[src/rtl/memvga_glyph_seq.sv]
// -----------------------------------------------------------------------------
// memvga_glyph_seq
//
// Owns the read port of the 32x8 VGA glyph ROM (16 glyphs, 2 words each,
// combinational read). On an accepted glyph request it fetches both ROM words,
// assembles the 3x5 bitmap and streams it out one pixel per handshake,
// row-major, MSB first. With SPACER=1 every row gets a blank 4th column so
// consecutive characters are separated on screen.
//
// Ports:
//   clk        system clock, rising edge
//   reset      asynchronous, active-low reset
//   req/code   glyph request and glyph index (0..15), taken when req && ready
//   ready      high only while idle
//   ra/rd      ROM address (registered) / ROM data (combinational from ra)
//   pix_valid  pix, pix_row, pix_col carry a pixel
//   pix_ready  downstream accepts the pixel when pix_valid && pix_ready
//   pix        pixel on/off
//   pix_row    row 0..4
//   pix_col    column 0..2, or 3 for the spacer column
//   done       one-cycle pulse after the last pixel of a glyph is accepted
// -----------------------------------------------------------------------------
module memvga_glyph_seq #(
  parameter bit SPACER = 1'b0
) (
  input  logic       clk,
  input  logic       reset,
  input  logic       req,
  input  logic [3:0] code,
  output logic       ready,
  output logic [4:0] ra,
  input  logic [7:0] rd,
  output logic       pix_valid,
  input  logic       pix_ready,
  output logic       pix,
  output logic [2:0] pix_row,
  output logic [1:0] pix_col,
  output logic       done
);

  typedef enum logic [1:0] {
    IDLE,
    FETCH_HI,
    FETCH_LO,
    SHIFT
  } state_t;

  localparam logic [1:0] LAST_COL = SPACER ? 2'd3 : 2'd2;

  state_t      state;
  state_t      state_nxt;
  logic [3:0]  code_q;
  logic [15:0] bitmap;
  logic [2:0]  row;
  logic [1:0]  col;

  logic        accept;
  logic        pix_hs;
  logic        col_last;
  logic        glyph_last;
  logic [3:0]  bit_idx;

  assign accept     = (state == IDLE) && req;
  assign pix_hs     = (state == SHIFT) && pix_ready;
  assign col_last   = (col == LAST_COL);
  assign glyph_last = col_last && (row == 3'd4);

  // Row-major bit index; the largest real pixel is row 4, col 2 -> 14.
  assign bit_idx = ({1'b0, row} * 4'd3) + {2'b00, col};

  // ---------------------------------------------------------------------------
  // State register
  // ---------------------------------------------------------------------------
  // NOTE: sequential state is written with non-blocking assignments only, so
  // every flop samples the pre-edge values of the others regardless of order.
  always_ff @(posedge clk or negedge reset) begin
    if (!reset) state <= IDLE;
    else        state <= state_nxt;
  end

  // ---------------------------------------------------------------------------
  // Next-state logic
  // ---------------------------------------------------------------------------
  // NOTE: the default assignment at the top keeps this block free of latches
  // even on paths where no case arm assigns the output.
  always_comb begin
    state_nxt = state;
    case (state)
      IDLE:     if (accept) state_nxt = FETCH_HI;
      FETCH_HI: state_nxt = FETCH_LO;
      FETCH_LO: state_nxt = SHIFT;
      SHIFT:    if (pix_hs && glyph_last) state_nxt = IDLE;
      default:  state_nxt = IDLE;
    endcase
  end

  // ---------------------------------------------------------------------------
  // Datapath: latched code, ROM address, bitmap, pixel cursor, done pulse
  // ---------------------------------------------------------------------------
  always_ff @(posedge clk or negedge reset) begin
    if (!reset) begin
      code_q <= 4'd0;
      ra     <= 5'd0;
      bitmap <= 16'd0;
      row    <= 3'd0;
      col    <= 2'd0;
      done   <= 1'b0;
    end else begin
      done <= 1'b0;
      case (state)
        IDLE: begin
          if (accept) begin
            code_q <= code;
            ra     <= {code, 1'b0};
          end
        end
        FETCH_HI: begin
          bitmap[15:8] <= rd;
          ra           <= {code_q, 1'b1};
        end
        FETCH_LO: begin
          bitmap[7:0] <= rd;
          row         <= 3'd0;
          col         <= 2'd0;
        end
        SHIFT: begin
          if (pix_ready) begin
            if (col_last) begin
              col <= 2'd0;
              row <= row + 3'd1;
            end else begin
              col <= col + 2'd1;
            end
            done <= glyph_last;
          end
        end
        default: ;
      endcase
    end
  end

  // ---------------------------------------------------------------------------
  // Outputs
  // ---------------------------------------------------------------------------
  always_comb begin
    ready     = (state == IDLE);
    pix_valid = (state == SHIFT);
    pix_row   = row;
    pix_col   = col;
    pix       = 1'b0;
    // Column 3 only exists with SPACER=1 and is always blank.
    if ((state == SHIFT) && (col != 2'd3)) pix = bitmap[4'd15 - bit_idx];
  end

endmodule

[config.mk]
export PLATFORM = sky130hd
export DESIGN_NAME = memvga_glyph_seq
export DESIGN_NICKNAME = d
export VERILOG_FILES = /design/src/rtl/memvga_glyph_seq.sv
export SDC_FILE = /design/constraint.sdc
export NUM_CORES = 1
export LEC_CHECK = 0
export CELL_PAD_IN_SITES_DETAIL_PLACEMENT = 0
export CELL_PAD_IN_SITES_GLOBAL_PLACEMENT = 1
export CORE_UTILIZATION = 42
export DETAILED_ROUTE_END_ITERATION = 16
export HOLD_SLACK_MARGIN = 0.1
export PLACE_DENSITY = 0.84
export SLEW_MARGIN = 30
export SYNTH_ARGS = -nofsm -noshare
export SYNTH_HDL_FRONTEND = slang
export SYNTH_SLANG_ARGS = --single-unit
[constraint.sdc]
create_clock -name clk -period 7.6 [get_ports clk]
set_clock_uncertainty 0.2 [all_clocks]
set_input_delay 1.14 -clock clk [delete_from_list [all_inputs] [get_ports clk]]
set_output_delay 1.14 -clock clk [all_outputs]
set_load 0.01 [all_outputs]
# Yosys cells after proc, flatten, opt, wreduce, memory -nomap -nowiden
# Cells that the tools add are included.
# totals
regBits	33
in_bits	16
out_inout_bits	14
word_cells	53
# op_classes
add_sub_neg	4
mul	1
order_cmp	1
eq_ne	10
mux	16
n_reduce_logical	13
# ops
op	n
5-bit case mux with 2 select lines	1
2-bit 2-to-1 mux	4
2-bit by 1-bit inequality test with 1-bit output, second input constant	4
2-bit case mux with 4 select lines	1
2-bit AND reduction	4
2-bit == test, second input constant	3
3-bit 2-to-1 mux	2
3-bit case mux with 2 select lines	1
1-bit logical AND	5
4-bit by 5-bit less-than comparator with 1-bit output, second input constant	1
5-bit 2-to-1 mux	1
4-bit by 2-bit adder with 4-bit output	1
1-bit binary-select mux with 4-bit select	1
3-bit by 2-bit multiplier with 4-bit output, second input constant	1
1-bit 2-to-1 mux	4
2-bit case mux with 2 select lines	1
2-bit nonzero test	2
4-bit subtractor, first input constant	1
3-bit by 1-bit adder with 3-bit output, second input constant	1
3-bit == test, second input constant	1
3-bit AND reduction	1
2-bit by 1-bit adder with 2-bit output, second input constant	1
2-bit by 1-bit == test with 1-bit output, second input constant	1
2-bit zero test	1
2-bit inequality test, second input constant	1

# Logic depth before layout (Yosys ltp)
# Gate-level depths: netlist (run 1).
# depth
ltp_word	6
mapped_depth	8
depth_no_buf	7

# Least setup slack after synthesis (run 1)
# Ideal clock, no wire load.
# synth_timing
path_kind	reg2out
from	register row[0] (netlist: pix_row[0])
to	output pix
t_arrival_ps	2247
required_ps	6260
path_slack_ps	4013
stages_incl_launch_ff	8
path_buffers	1
path_cell_list	dfrtp_1 -> ha_1 -> fa_1 -> buf_2 -> mux2i_1 -> nand3_1 -> and4_1 -> a2bb2o_2
# synth_between
elab_chain_len	6
# synth_rtl
element	line_no	text
from (decl)	54	logic [2:0] row;
from (signal assigned)	130	row <= row + 3'd1;
3-bit by 2-bit multiplier with 4-bit output	69	assign bit_idx = ({1'b0, row} * 4'd3) + {2'b00, col};
4-bit by 2-bit adder with 4-bit output	69	
4-bit subtractor	152	if ((state == SHIFT) && (col != 2'd3)) pix = bitmap[4'd15 - bit_idx];
1-bit binary-select mux with 4-bit select	152	
1-bit 2-to-1 mux (implied by the code)	152	
1-bit 2-to-1 mux	152	
to (decl)	35	output logic pix,
# Every way passes these cells. The select of a mux whose other input is x is not followed.

# Worst setup path in the final report (run 1)
# layout_timing
from	register col[1] (netlist: pix_col[1])
to	output pix
# layout_between
elab_chain_len	5
elab_cells_between_ends	7
classes_between	add/sub: 2; eq/ne: 1; mux: 3; reduce/logical: 1
# layout_rtl
element	line_no	text
from (decl)	55	logic [1:0] col;
from (signal assigned)	132	col <= col + 2'd1;
4-bit by 2-bit adder with 4-bit output	69	
4-bit subtractor	152	
1-bit binary-select mux with 4-bit select	152	
1-bit 2-to-1 mux (implied by the code)	152	
1-bit 2-to-1 mux (*)	152	
# Every way passes the cells marked *; elsewhere a longest branch is shown, timed or not. The select of a mux whose other input is x is not followed.

==> results.toml, run 1 <==
[outcome]
run_status = "completed"

[global_routing]
grt_pass1_vias = 1272
gr-usage-met2 = 0.305
use_met3 = 0.0586
grt_use_met1 = 0.224
grt_pass1_wl_mm = 5.96
grt_max_degree = 34
antenna_found_initial = 0
top_usage_layer = "met2"
grt_overflow_total = 0
grt_use_total = 0.186

[finish]
nets = 214
layout-drive-gt1-share = 0.166
n_fill_cell = 345
n_antenna_cell = 0
syn2layout_area_growth_pct = 26.0

[flow_run]
cap_violations = 0

[power]
total_power_uw = 949
p_leak_nw = 0.916
ir_worst_vdd_uv = 178
power_density_nw_per_um2 = 434

[yosys]
yosys_warnings = 0
synth_cells = 155
ys_async_sr_fraction = 1.00
ys_ff_latch = 33
syn_avg_cell_area_um2 = 11.2
ys_types = 32
yosysSeqAreaShare = 0.476
ys.flop_type = "dfrtp_1"
syn_nets = 183
syn-cell-area_um2 = 1740
synth_edf_count = 0

[timing]
finalCritPeriodShare = 0.599
max_slew_margin = 0.636
max_freq_ghz = 0.220
fin_tns_setup_ns = 0
maxSlewViolCount = 0
grt_setup_unrepaired = "false"
setup_violations = 0
hold_viol_final = 0
worst_pin_slew_ns = 0.547
timing.final.crit_period_ns = 4.55

[routing]
post_drt_via_cell_ratio = 5.38
routed-via-count = 1274
dr.pass1.iters = 4
wirelength_mm = 3.45
drc_errors = 0
drtAntennaViolNets = 0
routedWlPerCell_um = 14.6
drtIter0Drc = 56

[worst_hold_path]
hp-start = "code_q[3]$_DFFE_PN0P_"
worst_hold_path.num_cells = 2
min_to = "code_q[3]$_DFFE_PN0P_"
min_path_type = "register to register"

[clock_network]
path_clk_slew_ns = 0.07
ctsHoldBuffers = 0
clock_sinks = 33
clockRootBuffer = "clkbuf_8"
cts_setup_buffers = 0
cts-resized-gates = 0
insertion_delay_ns = 0.29
cts_buffer_depth = 2
ctsHtreeMaxLevel = 2
cts_buffers = 5
cts_tree = "yes"

[critical_path]
worstSetupPathType = "register to output port"
crit_chain = "ha_1 > fa_1 > mux2i_1 > nand3_1 > and4_1 > a2bb2o_2 > clkdlybuf4s50_1"
reg2reg_from = "state[1]$_DFFE_PN0P_"
startpoint_type = "register"
rr_endpoint = "ra[1]$_DFFE_PN0P_"
crit_fanout = 8
r2r_slack_ns = 5.67
cpPeakStageDelay_ns = 0.84
critPathCaptureType = "output port"
cp_slowest_cell = "fa_1"
crit_required_ns = 6.26
r2r_cells = 6
critPathArrivalTime_ns = 3.21

[floorplan]
io_pins = 30
std_cell_rows = 23
core_um2 = 3970
die_y_um = 66.3
chipWidth_um = 66.3
initial_core_util = 0.437
die-area_um2 = 4400

[placed_design]
gp_congestion = 0.877
portBuffers = 29
hpwl_mm = 2.55
==> placed cells by master, fill, tap and decap left out, drive strengths merged, types with 2 or more instances in the layout <==
| cell | netlist | final |
|---|---|---|
| a21boi | 2 | 2 |
| a21oi | 8 | 8 |
| clkbuf | 1 | 6 |
| clkdlybuf4s50 | 0 | 29 |
| dfrtp | 33 | 33 |
| ha | 11 | 11 |
| inv | 11 | 11 |
| mux2 | 19 | 19 |
| mux2i | 8 | 8 |
| nand2 | 7 | 7 |
| nand2b | 2 | 2 |
| nand3 | 11 | 11 |
| nor2 | 8 | 8 |
| o21ai | 4 | 4 |
| o22ai | 7 | 7 |
| o31ai | 3 | 3 |
| xor2 | 2 | 2 |
==> critical path, delay by kind of cell (launching register included) <==
| kind | cells | cell delay, ns |
|---|---|---|
| fa+ha+maj | 2 | 1.19 |
| buf+inv | 1 | 0.47 |
| simple gates | 2 | 0.31 |
| flops | 1 | 0.46 |
| mux | 1 | 0.27 |
| compound gates | 1 | 0.23 |
==> final cells by class <==
| type | count | area (um^2) | area share |
|---|---|---|---|
| Timing Repair Buffer | 30 | 298 | 0.136 |
| Multi-Input combinational cell | 105 | 841 | 0.384 |
| Clock inverter | 2 | 37.5 | 0.0172 |
| Inverter | 11 | 41.3 | 0.0189 |
| Sequential cell | 33 | 826 | 0.377 |
| Tap cell | 50 | 62.6 | 0.0286 |
| Clock buffer | 6 | 82.6 | 0.0377 |
==> how the worst max path moves through the flow <==
stage          end                    from  slack [ns]
3_5_place_dp   pix  pix_row[0]$_DFFE_PN0P_        3.34
5_1_grt        pix  pix_col[1]$_DFFE_PN0P_        2.84
4_1_cts        pix  pix_row[0]$_DFFE_PN0P_        3.00
6_report       pix  pix_col[1]$_DFFE_PN0P_        3.05
2_1_floorplan  pix  pix_row[0]$_DFFE_PN0P_        4.01
3_3_place_gp   pix  pix_row[0]$_DFFE_PN0P_        3.45
==> synth_stat cells (2+ instances only) <==
library cell	number	area, um^2
a21oi_1	8	40.0
o22ai_1	7	43.8
mux2i_1	8	80.1
ha_1	11	138
o31ai_1	3	22.5
buf_2	5	25.0
nand2b_1	2	12.5
nand2_1	7	26.3
inv_1	11	41.3
a21boi_0	2	15.0
nand3_1	11	55.1
dfrtp_1	33	826
mux2_2	19	214
nor2_1	8	30.0
o21ai_0	3	15.0
==> power breakdown <==
| group | leakage, nW | internal (mW) | total [mW] | switching (mW) |
|---|---|---|---|---|
| registers | 0.395 | 0.259 | 0.320 | 0.0606 |
| logic | 0.463 | 0.246 | 0.457 | 0.211 |
| clock network | 0.0574 | 0.107 | 0.172 | 0.0657 |
==> per-layer routing <==
layer | vias to the layer above | share of wire
li1 | 610 | -
met4 | 0 | 0.018
met5 | - | 0
met2 | 29 | 0.49
met3 | 7 | 0.050
met1 | 628 | 0.44
==> registers in the layout (all words and copies together) (netlist names) <==
register / cells
done: 1
state: 2
pix_col: 2
bitmap: 16
pix_row: 3
code_q: 4
ra: 5
==> per-stage QoR <==
| step | hold WS, ns | util | cell area [um^2] | setup WS [ns] | instances |
|---|---|---|---|---|---|
| 4_1_cts | 0.298 | 0.551 | 2190 | 3.00 | 237 |
| 2_1_floorplan | 0.251 | - | 1740 | 4.01 | 155 |
| 3_3_place_gp | 0.268 | 0.521 | 2070 | 3.45 | 229 |
| 3_5_place_dp | 0.282 | 0.521 | 2070 | 3.34 | 229 |
| 6_report | 0.297 | 0.551 | 2190 | 3.05 | 237 |
| 5_1_grt | 0.328 | 0.551 | 2190 | 2.84 | 237 |
==> cell families (layout without fill, tap and decap cells) <==
group,count (synthesis),count (layout),share of synthesized area
simple gates,36,36,0.108
flops,33,33,0.476
compound gates,27,27,0.0965
mux,27,27,0.169
buf+inv,17,49,0.0403
fa+ha+maj,12,12,0.0908
xor+xnor,3,3,0.0195
Note: power is estimated with default switching activity, not from simulation.
==> inputs of run 2 (changes only) <==
- CORE_UTILIZATION: 42 -> 41
- PLACE_DENSITY: 0.84 -> 0.83
- clock period: 7.6 -> 4.6 ns (I/O delays scaled with it)
==> run 2 against run 1 <==
Net effect:
- core utilization is 1.6 points lower
- non-clock buffer count stayed put
- hold slack better by 0.0050 ns
- via count is 0.39% higher
- combinational power is 67% higher
- cell count is 0.42% lower
- clock-buffer cell count is 1 higher
- first-iteration DRC count is 14% higher
- highest routed layer unchanged
==> results.toml, run 2 (synthesis gave the netlist of run 1 again) <==
[finish]
seq_area_um2 = 826
n_antenna_cell = 0
reg_top3 = "bitmap (16), ra (5), code_q (4)"
layout-drive-gt1-share = 0.156
multi_input_area_um2 = 841
n_fill_cell = 367
syn2layout_area_growth_pct = 24.1
mostFrequentLayoutCells = "33 x dfrtp_1, 29 x clkdlybuf4s50_1, 19 x mux2_2"
mostFrequentLayoutCell = "dfrtp_1"
nets = 214
top_register = "bitmap"
largest_reg_flops = 16

[timing]
grt_setup_unrepaired = "false"
setup_violations = 0
timing.final.crit_period_ns = 4.11
finalCritPeriodShare = 0.893
fin_tns_setup_ns = 0
max_slew_margin = 0.624
hold_viol_final = 0
maxSlewViolCount = 0
worst_pin_slew_ns = 0.564
max_freq_ghz = 0.243
fin_ws_ns = 0.493

[critical_path]
cpPeakStageDelay_ns = 0.86
worstSetupPathType = "register to output port"
path_buf_inv = 1
critPathArrivalTime_ns = 3.22
cp_slowest_cell = "fa_1"
crit_fanout = 8
startpoint_type = "register"
critPathCaptureType = "output port"
crit_required_ns = 3.71
crit_family = "adder cells"
crit_chain = "ha_1 > fa_1 > mux2i_1 > nand3_1 > and4_1 > a2bb2o_2 > clkdlybuf4s50_1"

[flow_run]
cap_violations = 0

[clock_network]
clock_sinks = 33
insertion_delay_ns = 0.28
ctsHoldBuffers = 0
cts_tree = "yes"
cts_buffer_depth = 2
cts_buffers = 5
cts-resized-gates = 0
path_clk_slew_ns = 0.07
cts_setup_buffers = 0
clockRootBuffer = "clkbuf_8"
ctsHtreeMaxLevel = 2

[global_routing]
antenna_found_initial = 0
grt_pass1_wl_mm = 6.19
grt_pass1_vias = 1337
grt_use_total = 0.187
grt_overflow_total = 0
grt_max_degree = 34

[floorplan]
chipWidth_um = 67.1
io_pins = 30
die_y_um = 67.1
core_um2 = 4030
initial_core_util = 0.431
std_cell_rows = 23
die-area_um2 = 4500

[placed_design]
dp_slack_ns = 0.806
hpwl_mm = 2.58
gp_congestion = 0.832
portBuffers = 29

[routing]
routedWlPerCell_um = 14.8
wirelength_mm = 3.50
drc_errors = 0
dr.pass1.iters = 4
post_drt_via_cell_ratio = 5.42
routed-via-count = 1279
drtAntennaViolNets = 0
drtIter0Drc = 64

[power]
ir_worst_vdd_uv = 347
p_leak_nw = 0.903
power_density_nw_per_um2 = 699
total_power_mw = 1.51

[outcome]
run_status = "completed"

[worst_hold_path]
min_path_type = "register to register"
[run 2: final timing paths]
path / from / endpoint / slack (ns) / cells after the start
max in group asynchronous: reset / ra[4]$_DFFE_PN0P_ / 3.27 / 2
setup reg to reg: state[0]$_DFFE_PN0P_ / state[1]$_DFFE_PN0P_ / 2.63 / 5
setup / recovery: pix_col[1]$_DFFE_PN0P_ / pix / 0.49 / 7
hold reg to reg: code_q[3]$_DFFE_PN0P_ / code_q[3]$_DFFE_PN0P_ / 0.30 / 2
hold / removal: code_q[3]$_DFFE_PN0P_ / code_q[3]$_DFFE_PN0P_ / 0.30 / 2
min in group asynchronous: reset / bitmap[9]$_DFFE_PN0P_ / 0.62 / 2
[run 2: worst min-delay path: stages, from the launching register on]
cell,delay [ns]
dfrtp_1,0.35
nand2_1,0.05
o21ai_0,0.07
[run 2: layout make-up]
cell class	instances	area share
well taps	50	0.0290
multi-input cells	105	0.390
repair buffers	30	0.138
flip-flops and latches	33	0.383
clock buffers	7	0.0401
inverters	11	0.0192
[run 2: layer usage]
layer	global-route usage	part of all wire	vias to the layer above
li1	-	-	613
met1	0.233	0.46	622
met2	0.295	0.47	37
met3	0.0514	0.049	7
met4	0.0931	0.016	0
met5	0	0	-
[run 2: report_power, final]
group / internal [mW] / leakage [nW] / switching [mW] / total (mW)
combinational: 0.407 / 0.463 / 0.354 / 0.761
sequential: 0.428 / 0.395 / 0.0978 / 0.526
clock: 0.119 / 0.0443 / 0.0994 / 0.218
total: 0.954 / 0.903 / 0.551 / 1.51
[run 2: stage by stage]
step / area (um^2) / std cells / utilization / hold slack, ns
after floorplan: 1740 / 155 / - / 0.194
after global placement: 2070 / 229 / 0.513 / 0.266
after detailed placement: 2070 / 229 / 0.513 / 0.292
after CTS: 2150 / 236 / 0.535 / 0.308
after global routing: 2150 / 236 / 0.535 / 0.331
final: 2150 / 236 / 0.535 / 0.302
